--- src/rtl/bubble_host_pkg.sv ---
// Shared types and default timing for the bubble cartridge host reader.
// Holds the FSM state enum, default timing constants and the CRC-16 helper.
package bubble_host_pkg;

  typedef enum logic [2:0] {
    ST_IDLE,
    ST_LEAD,
    ST_REP,
    ST_OFFSET,
    ST_CAPTURE,
    ST_TAIL,
    ST_GAP
  } state_t;

  localparam int unsigned DEF_REP_DELAY    = 500;
  localparam int unsigned DEF_REP_WIDTH    = 341;
  localparam int unsigned DEF_DATA_OFFSET  = 200;
  localparam int unsigned DEF_BIT_PERIOD   = 48;
  localparam int unsigned DEF_PAGE_BYTES   = 64;
  localparam int unsigned DEF_SHIFT_WINDOW = 336992;
  localparam int unsigned DEF_BOOT_BYTES   = 128;
  localparam int unsigned DEF_BOOT_WINDOW  = 2193873;
  localparam int unsigned DEF_INTER_GAP    = 37500;

  // Window/gap counter width; the boot window (2193873) fits in 22 bits.
  localparam int unsigned CNT_W = 22;

  localparam logic [15:0] CRC_POLY = 16'h1021;
  localparam logic [15:0] CRC_INIT = 16'hFFFF;

  // CRC-16-CCITT update, one byte, MSB first.
  function automatic logic [15:0] crc16_byte(input logic [15:0] crc, input logic [7:0] data);
    logic [15:0] c;
    c = crc;
    for (int i = 7; i >= 0; i--) begin
      if (c[15] ^ data[i]) c = {c[14:0], 1'b0} ^ CRC_POLY;
      else                 c = {c[14:0], 1'b0};
    end
    return c;
  endfunction

endpackage

--- src/rtl/bubble_byte_assembler.sv ---
// Packs odd/even bit pairs into bytes: period k fills byte[2k]=even, byte[2k+1]=odd.
// The fourth sample completes the byte and raises byte_valid for one cycle.
module bubble_byte_assembler (
  input  logic       clk,
  input  logic       rst_n,
  input  logic       sample,
  input  logic       clear,
  input  logic       odd,
  input  logic       even,
  output logic [7:0] byte_data,
  output logic       byte_valid
);

  logic [1:0] idx;
  logic [5:0] part;

  // Collect bit pairs; clear drops any partial byte so the next access starts aligned.
  always_ff @(posedge clk or negedge rst_n) begin
    if (!rst_n) begin
      idx        <= 2'd0;
      part       <= 6'd0;
      byte_data  <= 8'd0;
      byte_valid <= 1'b0;
    end else begin
      byte_valid <= 1'b0;
      if (clear) begin
        idx  <= 2'd0;
        part <= 6'd0;
      end else if (sample) begin
        idx <= idx + 2'd1;
        unique case (idx)
          2'd0: part[1:0] <= {odd, even};
          2'd1: part[3:2] <= {odd, even};
          2'd2: part[5:4] <= {odd, even};
          default: begin
            byte_data  <= {odd, even, part};
            byte_valid <= 1'b1;
            part       <= 6'd0;
          end
        endcase
      end
    end
  end

endmodule

--- src/rtl/bubble_host_reader.sv ---
// Host-side bubble cartridge reader: drives shift/replicator strobes, captures page
// or boot data, enforces the inter-access gap.
// Optional feature macro: BUBBLE_READER_CRC_EN adds crc16/crc_valid outputs.
module bubble_host_reader
  import bubble_host_pkg::*;
#(
  parameter int unsigned REP_DELAY    = DEF_REP_DELAY,
  parameter int unsigned REP_WIDTH    = DEF_REP_WIDTH,
  parameter int unsigned DATA_OFFSET  = DEF_DATA_OFFSET,
  parameter int unsigned BIT_PERIOD   = DEF_BIT_PERIOD,
  parameter int unsigned PAGE_BYTES   = DEF_PAGE_BYTES,
  parameter int unsigned SHIFT_WINDOW = DEF_SHIFT_WINDOW,
  parameter int unsigned BOOT_BYTES   = DEF_BOOT_BYTES,
  parameter int unsigned BOOT_WINDOW  = DEF_BOOT_WINDOW,
  parameter int unsigned INTER_GAP    = DEF_INTER_GAP
) (
  input  logic        master_clock,
  input  logic        power_good,
  input  logic        cmd_valid,
  output logic        cmd_ready,
  input  logic        cmd_boot,
  input  logic        cmd_abort,
  output logic        bubble_shift_enable,
  output logic        replicator_enable,
  output logic        bootloop_enable,
  input  logic        bubble_out_odd,
  input  logic        bubble_out_even,
  output logic [7:0]  byte_data,
  output logic        byte_valid,
  output logic        done,
  output logic        aborted
`ifdef BUBBLE_READER_CRC_EN
  ,
  output logic [15:0] crc16,
  output logic        crc_valid
`endif
);

  localparam int unsigned REP_END   = REP_DELAY + REP_WIDTH;
  localparam int unsigned PAGE_CS   = REP_END + DATA_OFFSET;
  localparam int unsigned PAGE_BITS = PAGE_BYTES * 4;
  localparam int unsigned BOOT_BITS = BOOT_BYTES * 4;
  localparam int unsigned MAX_BITS  = (PAGE_BITS > BOOT_BITS) ? PAGE_BITS : BOOT_BITS;
  localparam int unsigned BITS_W    = $clog2(MAX_BITS + 1);
  localparam int unsigned PH_W      = $clog2(BIT_PERIOD + 1);

  // Capture must finish strictly inside the shift window.
  if (PAGE_CS + PAGE_BITS * BIT_PERIOD >= SHIFT_WINDOW) begin : g_page_chk
    $error("bubble_host_reader: page capture end exceeds SHIFT_WINDOW");
  end
  if (DATA_OFFSET + BOOT_BITS * BIT_PERIOD >= BOOT_WINDOW) begin : g_boot_chk
    $error("bubble_host_reader: boot capture end exceeds BOOT_WINDOW");
  end

  state_t            state;
  logic [CNT_W-1:0]  cnt;
  logic [PH_W-1:0]   phase;
  logic [BITS_W-1:0] bits;
  logic              boot_r;
  logic              abort_r;

  logic              in_access, abort_take, sample, accept, gap_end;
  logic [CNT_W-1:0]  cs_last, win_last;
  logic [BITS_W-1:0] bit_last;

  assign in_access  = (state == ST_LEAD) || (state == ST_REP) || (state == ST_OFFSET) ||
                      (state == ST_CAPTURE) || (state == ST_TAIL);
  assign abort_take = in_access && cmd_abort;
  assign accept     = (state == ST_IDLE) && cmd_valid && cmd_ready;
  assign sample     = (state == ST_CAPTURE) && (phase == PH_W'(BIT_PERIOD / 2));
  assign gap_end    = (state == ST_GAP) && (cnt == CNT_W'(INTER_GAP - 1));
  assign cs_last    = boot_r ? CNT_W'(DATA_OFFSET - 1) : CNT_W'(PAGE_CS - 1);
  assign win_last   = boot_r ? CNT_W'(BOOT_WINDOW - 1) : CNT_W'(SHIFT_WINDOW - 1);
  assign bit_last   = boot_r ? BITS_W'(BOOT_BITS - 1) : BITS_W'(PAGE_BITS - 1);

  // Access sequencer: one window counter times every strobe edge; abort wins over all.
  always_ff @(posedge master_clock or negedge power_good) begin
    if (!power_good) begin
      state               <= ST_IDLE;
      cnt                 <= '0;
      phase               <= '0;
      bits                <= '0;
      boot_r              <= 1'b0;
      abort_r             <= 1'b0;
      cmd_ready           <= 1'b0;
      bubble_shift_enable <= 1'b1;
      replicator_enable   <= 1'b1;
      bootloop_enable     <= 1'b0;
      done                <= 1'b0;
      aborted             <= 1'b0;
    end else begin
      done    <= 1'b0;
      aborted <= 1'b0;
      if (done && boot_r && !aborted) bootloop_enable <= 1'b1;
      if (abort_take) begin
        bubble_shift_enable <= 1'b1;
        replicator_enable   <= 1'b1;
        abort_r             <= 1'b1;
        cnt                 <= '0;
        state               <= ST_GAP;
      end else begin
        unique case (state)
          ST_IDLE: begin
            if (accept) begin
              cmd_ready           <= 1'b0;
              bubble_shift_enable <= 1'b0;
              cnt                 <= '0;
              boot_r              <= cmd_boot;
              abort_r             <= 1'b0;
              state               <= cmd_boot ? ST_OFFSET : ST_LEAD;
            end else begin
              cmd_ready <= 1'b1;
            end
          end
          ST_LEAD: begin
            cnt <= cnt + CNT_W'(1);
            if (cnt == CNT_W'(REP_DELAY - 1)) begin
              replicator_enable <= 1'b0;
              state             <= ST_REP;
            end
          end
          ST_REP: begin
            cnt <= cnt + CNT_W'(1);
            if (cnt == CNT_W'(REP_END - 1)) begin
              replicator_enable <= 1'b1;
              state             <= ST_OFFSET;
            end
          end
          ST_OFFSET: begin
            cnt <= cnt + CNT_W'(1);
            if (cnt == cs_last) begin
              phase <= '0;
              bits  <= '0;
              state <= ST_CAPTURE;
            end
          end
          ST_CAPTURE: begin
            cnt <= cnt + CNT_W'(1);
            if (phase == PH_W'(BIT_PERIOD - 1)) begin
              phase <= '0;
              bits  <= bits + BITS_W'(1);
              if (bits == bit_last) state <= ST_TAIL;
            end else begin
              phase <= phase + PH_W'(1);
            end
          end
          ST_TAIL: begin
            cnt <= cnt + CNT_W'(1);
            if (cnt == win_last) begin
              bubble_shift_enable <= 1'b1;
              cnt                 <= '0;
              state               <= ST_GAP;
            end
          end
          ST_GAP: begin
            cnt <= cnt + CNT_W'(1);
            if (gap_end) begin
              done      <= 1'b1;
              aborted   <= abort_r;
              cmd_ready <= 1'b1;
              state     <= ST_IDLE;
            end
          end
          default: state <= ST_IDLE;
        endcase
      end
    end
  end

  bubble_byte_assembler u_asm (
    .clk        (master_clock),
    .rst_n      (power_good),
    .sample     (sample),
    .clear      (abort_take),
    .odd        (bubble_out_odd),
    .even       (bubble_out_even),
    .byte_data  (byte_data),
    .byte_valid (byte_valid)
  );

`ifdef BUBBLE_READER_CRC_EN
  // Running CRC over captured bytes, restarted on accept; reported only for clean completions.
  always_ff @(posedge master_clock or negedge power_good) begin
    if (!power_good) begin
      crc16     <= CRC_INIT;
      crc_valid <= 1'b0;
    end else begin
      crc_valid <= gap_end && !abort_r;
      if (accept)          crc16 <= CRC_INIT;
      else if (byte_valid) crc16 <= crc16_byte(crc16, byte_data);
    end
  end
`endif

endmodule

--- config.mk ---
export PLATFORM = sky130hd
export DESIGN_NAME = bubble_host_reader
export DESIGN_NICKNAME = d
export VERILOG_FILES = /design/src/rtl/bubble_host_pkg.sv /design/src/rtl/bubble_byte_assembler.sv /design/src/rtl/bubble_host_reader.sv
export SDC_FILE = /design/constraint.sdc
export NUM_CORES = 1
export LEC_CHECK = 0
export ABC_AREA = 1
export CORE_ASPECT_RATIO = 1.75
export CORE_UTILIZATION = 55
export DETAILED_ROUTE_END_ITERATION = 7
export PLACE_DENSITY = 0.87
export SLEW_MARGIN = 30
export SYNTH_ARGS = -nofsm -noshare
export SYNTH_HDL_FRONTEND = slang
export SYNTH_HIERARCHICAL = 1
export SYNTH_SLANG_ARGS = --single-unit
--- constraint.sdc ---
create_clock -name master_clock -period 1.7 [get_ports master_clock]
set_input_delay 0.255 -clock master_clock [delete_from_list [all_inputs] [get_ports master_clock]]
set_output_delay 0.255 -clock master_clock [all_outputs]
set_load 0.03 [all_outputs]
* Word level (Yosys, flattened, before mapping)
Cells that the tools add are included.
** Storage, ports and cells
- Output and inout bits :: 15
- Flip-flop bits (word level) :: 66
- Word-level logic and storage cells :: 147
** Operators by class
- Bitwise logic cells :: 2
- Reductions and logical operators :: 40
- Equality and inequality tests :: 30
- Multiplexer cells :: 53
- Add/subtract/negate cells :: 4
** Operator list (count)
- two-way mux 22 bit :: 4
- one-hot mux 22 bit (3 select lines) :: 1
- two-way mux 3 bit :: 9
- two-way mux 6 bit :: 4
- adder 22 x 1 -> 22 bit, second input constant :: 1
- == test 22 x 10 -> 1 bit, second input constant :: 1
- == test 22 x 11 -> 1 bit :: 1
- == test 22 x 16 -> 1 bit, second input constant :: 1
- == test 22 bit :: 1
- == test 22 x 9 -> 1 bit, second input constant :: 1
- one-hot mux 3 bit (7 select lines) :: 1
- two-way mux 10 bit :: 2
- one-hot mux 10 bit (2 select lines) :: 1
- two-way mux 1 bit :: 19
- != test 3 x 2 -> 1 bit, second input constant :: 6
- AND reduction 3 bit :: 6
- one-hot mux 2 bit (2 select lines) :: 3
- one-hot mux 6 bit (2 select lines) :: 1
- two-way mux 11 bit :: 1
- adder 10 x 1 -> 10 bit, second input constant :: 1
- == test 10 x 9 -> 1 bit :: 1
- != test 2 x 1 -> 1 bit, second input constant :: 5
- AND reduction 2 bit :: 5
- nonzero test 2 bit :: 5
- other kinds (27) :: 48

* Longest topological paths before layout
- Depth after elaboration :: 8
- Depth in mapped cells :: 16
- Depth with buffers taken out :: 14

* Modules after synthesis
Netlist, hierarchy kept.
** By module, submodules not included
- bubble_host_reader :: sequential area each 1228.7 um^2, area an instance 3349.5 um^2, cells an instance 483, instances 1
- bubble_byte_assembler :: sequential area each 425.4 um^2, area an instance 783.3 um^2, cells an instance 87, instances 1

* Least setup slack after synthesis
OpenSTA, ideal clock, no wires.
- Kind :: flip-flop to flip-flop
- Start point :: reg phase[0]
- End point :: reg state[1]
- Arrival :: 1.511 ns
- Stages on the path, launching flop included :: 15
- Path slack :: 0.072 ns
- Required time :: 1.583 ns
- Period minus slack after synthesis :: 1.628 ns
- Library setup time :: 0.117 ns
- Path through :: dfrtp_1 -> ha_1 -> nand2_1 -> nor2_1 -> nand2_1 -> nor2_1 -> nand2_1 -> nand2_1 -> nand2_1 -> clkinv_1 -> nand2_2 -> nor2_4 -> nand2_2 -> nand2_1 -> nand2_1
** On the way
- Cells in the longest elaborated chain, start to end :: 3
** Ends and longest elaborated chain
- start: declaration :: line bubble_host_reader.sv:57 : logic [PH_W-1:0] phase;
- start signal: assignment :: line bubble_host_reader.sv:144 : phase <= phase + PH_W'(1);
- == test 6 bit :: line bubble_host_reader.sv:139 : if (phase == PH_W'(BIT_PERIOD - 1)) begin
- != test 3 x 2 -> 1 bit (no line)
- AND reduction 8 bit (no line)
- end signal: assignment :: line bubble_host_reader.sv:110 : state <= cmd_boot ? ST_OFFSET : ST_LEAD;
- end: declaration :: line bubble_host_reader.sv:55 : state_t state;
No other way between the ends.
A chain may end at the register's enable or synchronous reset.

* Worst setup path after layout
- Start point :: reg cnt[0]
- End point :: reg bits[0]
** On the way
- Cells in the longest elaborated chain, start to end :: 3
** Ends and longest elaborated chain
- start: declaration :: line bubble_host_reader.sv:56 : logic [CNT_W-1:0] cnt;
- start signal: assignment :: line bubble_host_reader.sv:116 : cnt <= cnt + CNT_W'(1);
- start signal: assignment :: line bubble_host_reader.sv:123 : cnt <= cnt + CNT_W'(1);
- start signal: assignment :: line bubble_host_reader.sv:130 : cnt <= cnt + CNT_W'(1);
- == test 22 x 11 -> 1 bit :: line bubble_host_reader.sv:131 : if (cnt == cs_last) begin
- != test 2 x 1 -> 1 bit (no line)
- AND reduction 4 bit (no line)
- end signal: assignment :: line bubble_host_reader.sv:141 : bits <= bits + BITS_W'(1);
- end: declaration :: line bubble_host_reader.sv:58 : logic [BITS_W-1:0] bits;
No other way between the ends.

==> reports/results.txt <==
Run status: finished, violations left
Failing checks: setup timing
Pre-antenna DRT Iters: 5
Cell Rows: 41
Initial antenna violation count: 0
Synth top area cells: dfrtp_1, nand2_1, nor2_1
Yosys reg bits: 66
Skew final: 0.00740 ns
Static leakage: 2.91 nW
Post-place setup slack: -0.154 ns
Crit path cell chain: buf_6 > inv_4 > nand2_2 > nand2_2 > nand2_2 > nor2_2 > nand3_2 > nand2_2 > buf_6 > nand2_4 > nor2_4 > o21ai_2 > inv_1
CP Max Fanout: 4
TritonCTS clock tree: built
Critical path type: reg -> reg
Syn Area/Cell: 7.25 um2
Met2 wire length: 7310 um
Remaining DRCs: 0
CP endpoint kind: flip-flop
Worst path top cell family by delay: simple AND/OR/NAND/NOR gates
CP startpoint kind: flip-flop
Top cell type's share of synthesized area: 0.388
Pin count of the biggest net entering global routing: 39
Antenna-violating nets left: 0
Met1 wire length: 4670 um
FF-to-FF End: bits[0]$_DFFE_PN0P_
Fill cells: 444
First-pass GRT wire length: 18600 um
R2r startpoint: cnt[0]$_DFFE_PN0P_
Die Width: 67.5 um
Area of the multi-input gates: 2440 um2
Most used cell, CP: nand2_2
Die Area: 7880 um2
Hold Vio Cnt, Final: 0
Clock buffer depth: 2
GPL Wtd Cong: 1.04
Worst-path clk slew: 0.06 ns
All-layer global routing usage: 0.322
Initial core utilization: 0.571
Detailed Place HPWL: 8440 um
Worst hold path type: in -> async
Met3 WL post-DR: 658 um
Register area share after synthesis: 0.400
Pins Over Slew Limit: 0
Cells after Synth: 570
RSZ-0062 raised after global routing: yes
Clk sinks: 66
Wirelength per Cell: 17.4 um
Vias per cell: 5.78
Cts bufs inserted: 9
Flop2flop setup slack: -0.19 ns
Register-to-Register Path Depth: 13
Slowest cell on the critical path: dfrtp_2
Clock Latency Late Sink: 0.34 ns
FF/Latch Area: 1660 um2
Min Tclk post-route: 1.89 ns
Worst Path Buf+Inv: 4
# setup viols final: 28
Leading area contributor after synthesis: dfrtp_1
Max Clk Rate: 0.530 GHz
Yosys warns: 6
IO Port Bufs: 21
Overflow left after global routing: 0
Ant diodes: 0
Post-synth ARST share: 1.00
Core Util, Final: 0.796
CP Data Required Time: 1.97 ns
H-tree levels: 3
Die Height: 117 um
Top layer in use: met4
Share of cells above drive strength 1: 0.339
Synth Cell Area: 4130 um2
Max_slew headroom: 0.674
Worst slew pin tran: 0.485 ns
Max-Cap Viols: 0
Crit path setup slack, layout: -0.185 ns
Root Driver: clkbuf_16
Area growth from synthesis to layout: 39.4%
Final Net Count: 699
I/O pin total: 22
Design Power: 0.00788 W
First DRT Iteration DRCs: 502
Placeable core area: 7230 um2
Total number of vias: 4465
Final wirelength: 13500 um
Final period util: 1.11
Crit-path max cell delay: 0.44 ns
Peak VDD IR: 1.15 mV
Vias in the first global route: 4227
Synthesized Nets: 587
Number of flops mapped to enable cells by yosys: 0
Cell variety after synth: 37
Worst path arrival time: 2.15 ns
Pwr dens: 1370 nW/um2
Top FF cell, synth: dfrtp_1
[layout by cell type (no fill, tap or decap), drive strengths merged]
cell type and n:
a21oi 17, a22oi 1, buf 89, bufinv 1, clkbuf 10, clkdlybuf4s50 18
clkinv 6, clkinvlp 2, dfrtp 64, dfstp 2, dlygate4sd2 2, dlygate4sd3 1
ha 10, inv 80, nand2 175, nand3 43, nand4 12, nor2 82
nor3 15, nor4 1, o211ai 2, o21a 2, o21ai 25, o21bai 3
o22ai 1, o2bb2ai 1, o32ai 1, xnor2 4, xor2 17
[worst max path at each step]
stage	from	end	slack (ns)	depth (start not counted)
floorplan	phase[0]$_DFFE_PN0P_	state[1]$_DFFE_PN0P_	0.07	14
global route	boot_r$_DFFE_PN0P_	bits[0]$_DFFE_PN0P_	-0.31	12
finish	cnt[0]$_DFFE_PN0P_	bits[0]$_DFFE_PN0P_	-0.19	13
CTS	cnt[0]$_DFFE_PN0P_	cnt[20]$_DFFE_PN0P_	-0.03	9
detailed placement	cnt[1]$_DFFE_PN0P_	cnt[20]$_DFFE_PN0P_	-0.15	9
global placement	cmd_valid	cnt[20]$_DFFE_PN0P_	-0.08	8
[metal layers]
layer  vias up  track usage
met5         -            0
met4         0        0.245
met3        84       0.0645
met2       229        0.579
met1      2135        0.305
li1       2017            -
[logic make-up (layout without fill, tap and decap cells)]
logic type / Yosys count / count (layout) / share of synthesized area
xor+xnor: 21 / 21 / 0.0445
buf+inv: 92 / 209 / 0.0945
compound gates: 53 / 53 / 0.0793
flops: 66 / 66 / 0.400
fa+ha+maj: 10 / 10 / 0.0303
simple gates: 328 / 328 / 0.351
[cells in the mapped netlist, types with 4 or more instances]
library cell,n
o21ai_0,19
inv_1,69
nor3_1,10
xor2_1,17
buf_6,4
nor2_1,76
ha_1,10
nor3_2,5
nand3_1,39
nand3_2,4
xnor2_1,4
nand2_2,10
inv_2,11
dfrtp_1,64
a21oi_1,15
nand4_1,12
nand2_1,163
[flip-flops by register name, indices dropped and copies added, names as in the netlist]
name                 count
cnt                     22
bits                    10
u_asm/byte_data          8
phase                    6
u_asm/part               6
state                    3
u_asm/idx                2
abort_r                  1
aborted                  1
boot_r                   1
bootloop_enable          1
bubble_shift_enable      1
cmd_ready                1
done                     1
replicator_enable        1
u_asm/byte_valid         1
[final cells by class]
cell class | instances | share of cell area
multi-input combinational | 412 | 0.424
sequential | 66 | 0.289
timing repair buffer | 110 | 0.161
inverter | 82 | 0.0565
clock buffer | 10 | 0.0397
tap | 86 | 0.0187
clock inverter | 6 | 0.00999
timing repair inverter | 1 | 0.00130
[report_power, final]
group	internal, W	switching, W
clock network	0.00112	0.000699
logic	0.00147	0.00236
registers	0.00188	0.000335
[per-stage QoR]
step	hold WS, ns	setup TNS (ns)	instance area (um2)	instances
after detailed placement	0.200	-2.34	4860	732
after global routing	0.405	-6.24	5760	773
final	0.374	-1.50	5760	773
after CTS	0.380	-0.0608	5320	757
after floorplan	-0.0406	0	4130	570
after global placement	0.193	-1.19	4860	732
[timing repair]
item                       4_1_cts  5_1_grt
buffers inserted                 8       14
hold buffers                     1        0
resized for setup               35      100
pin swaps                       17       40
hold endpoints to repair        12        0
setup endpoints to repair       31       58
cloned                           0        2
Power figures use the tool's default switching activity.
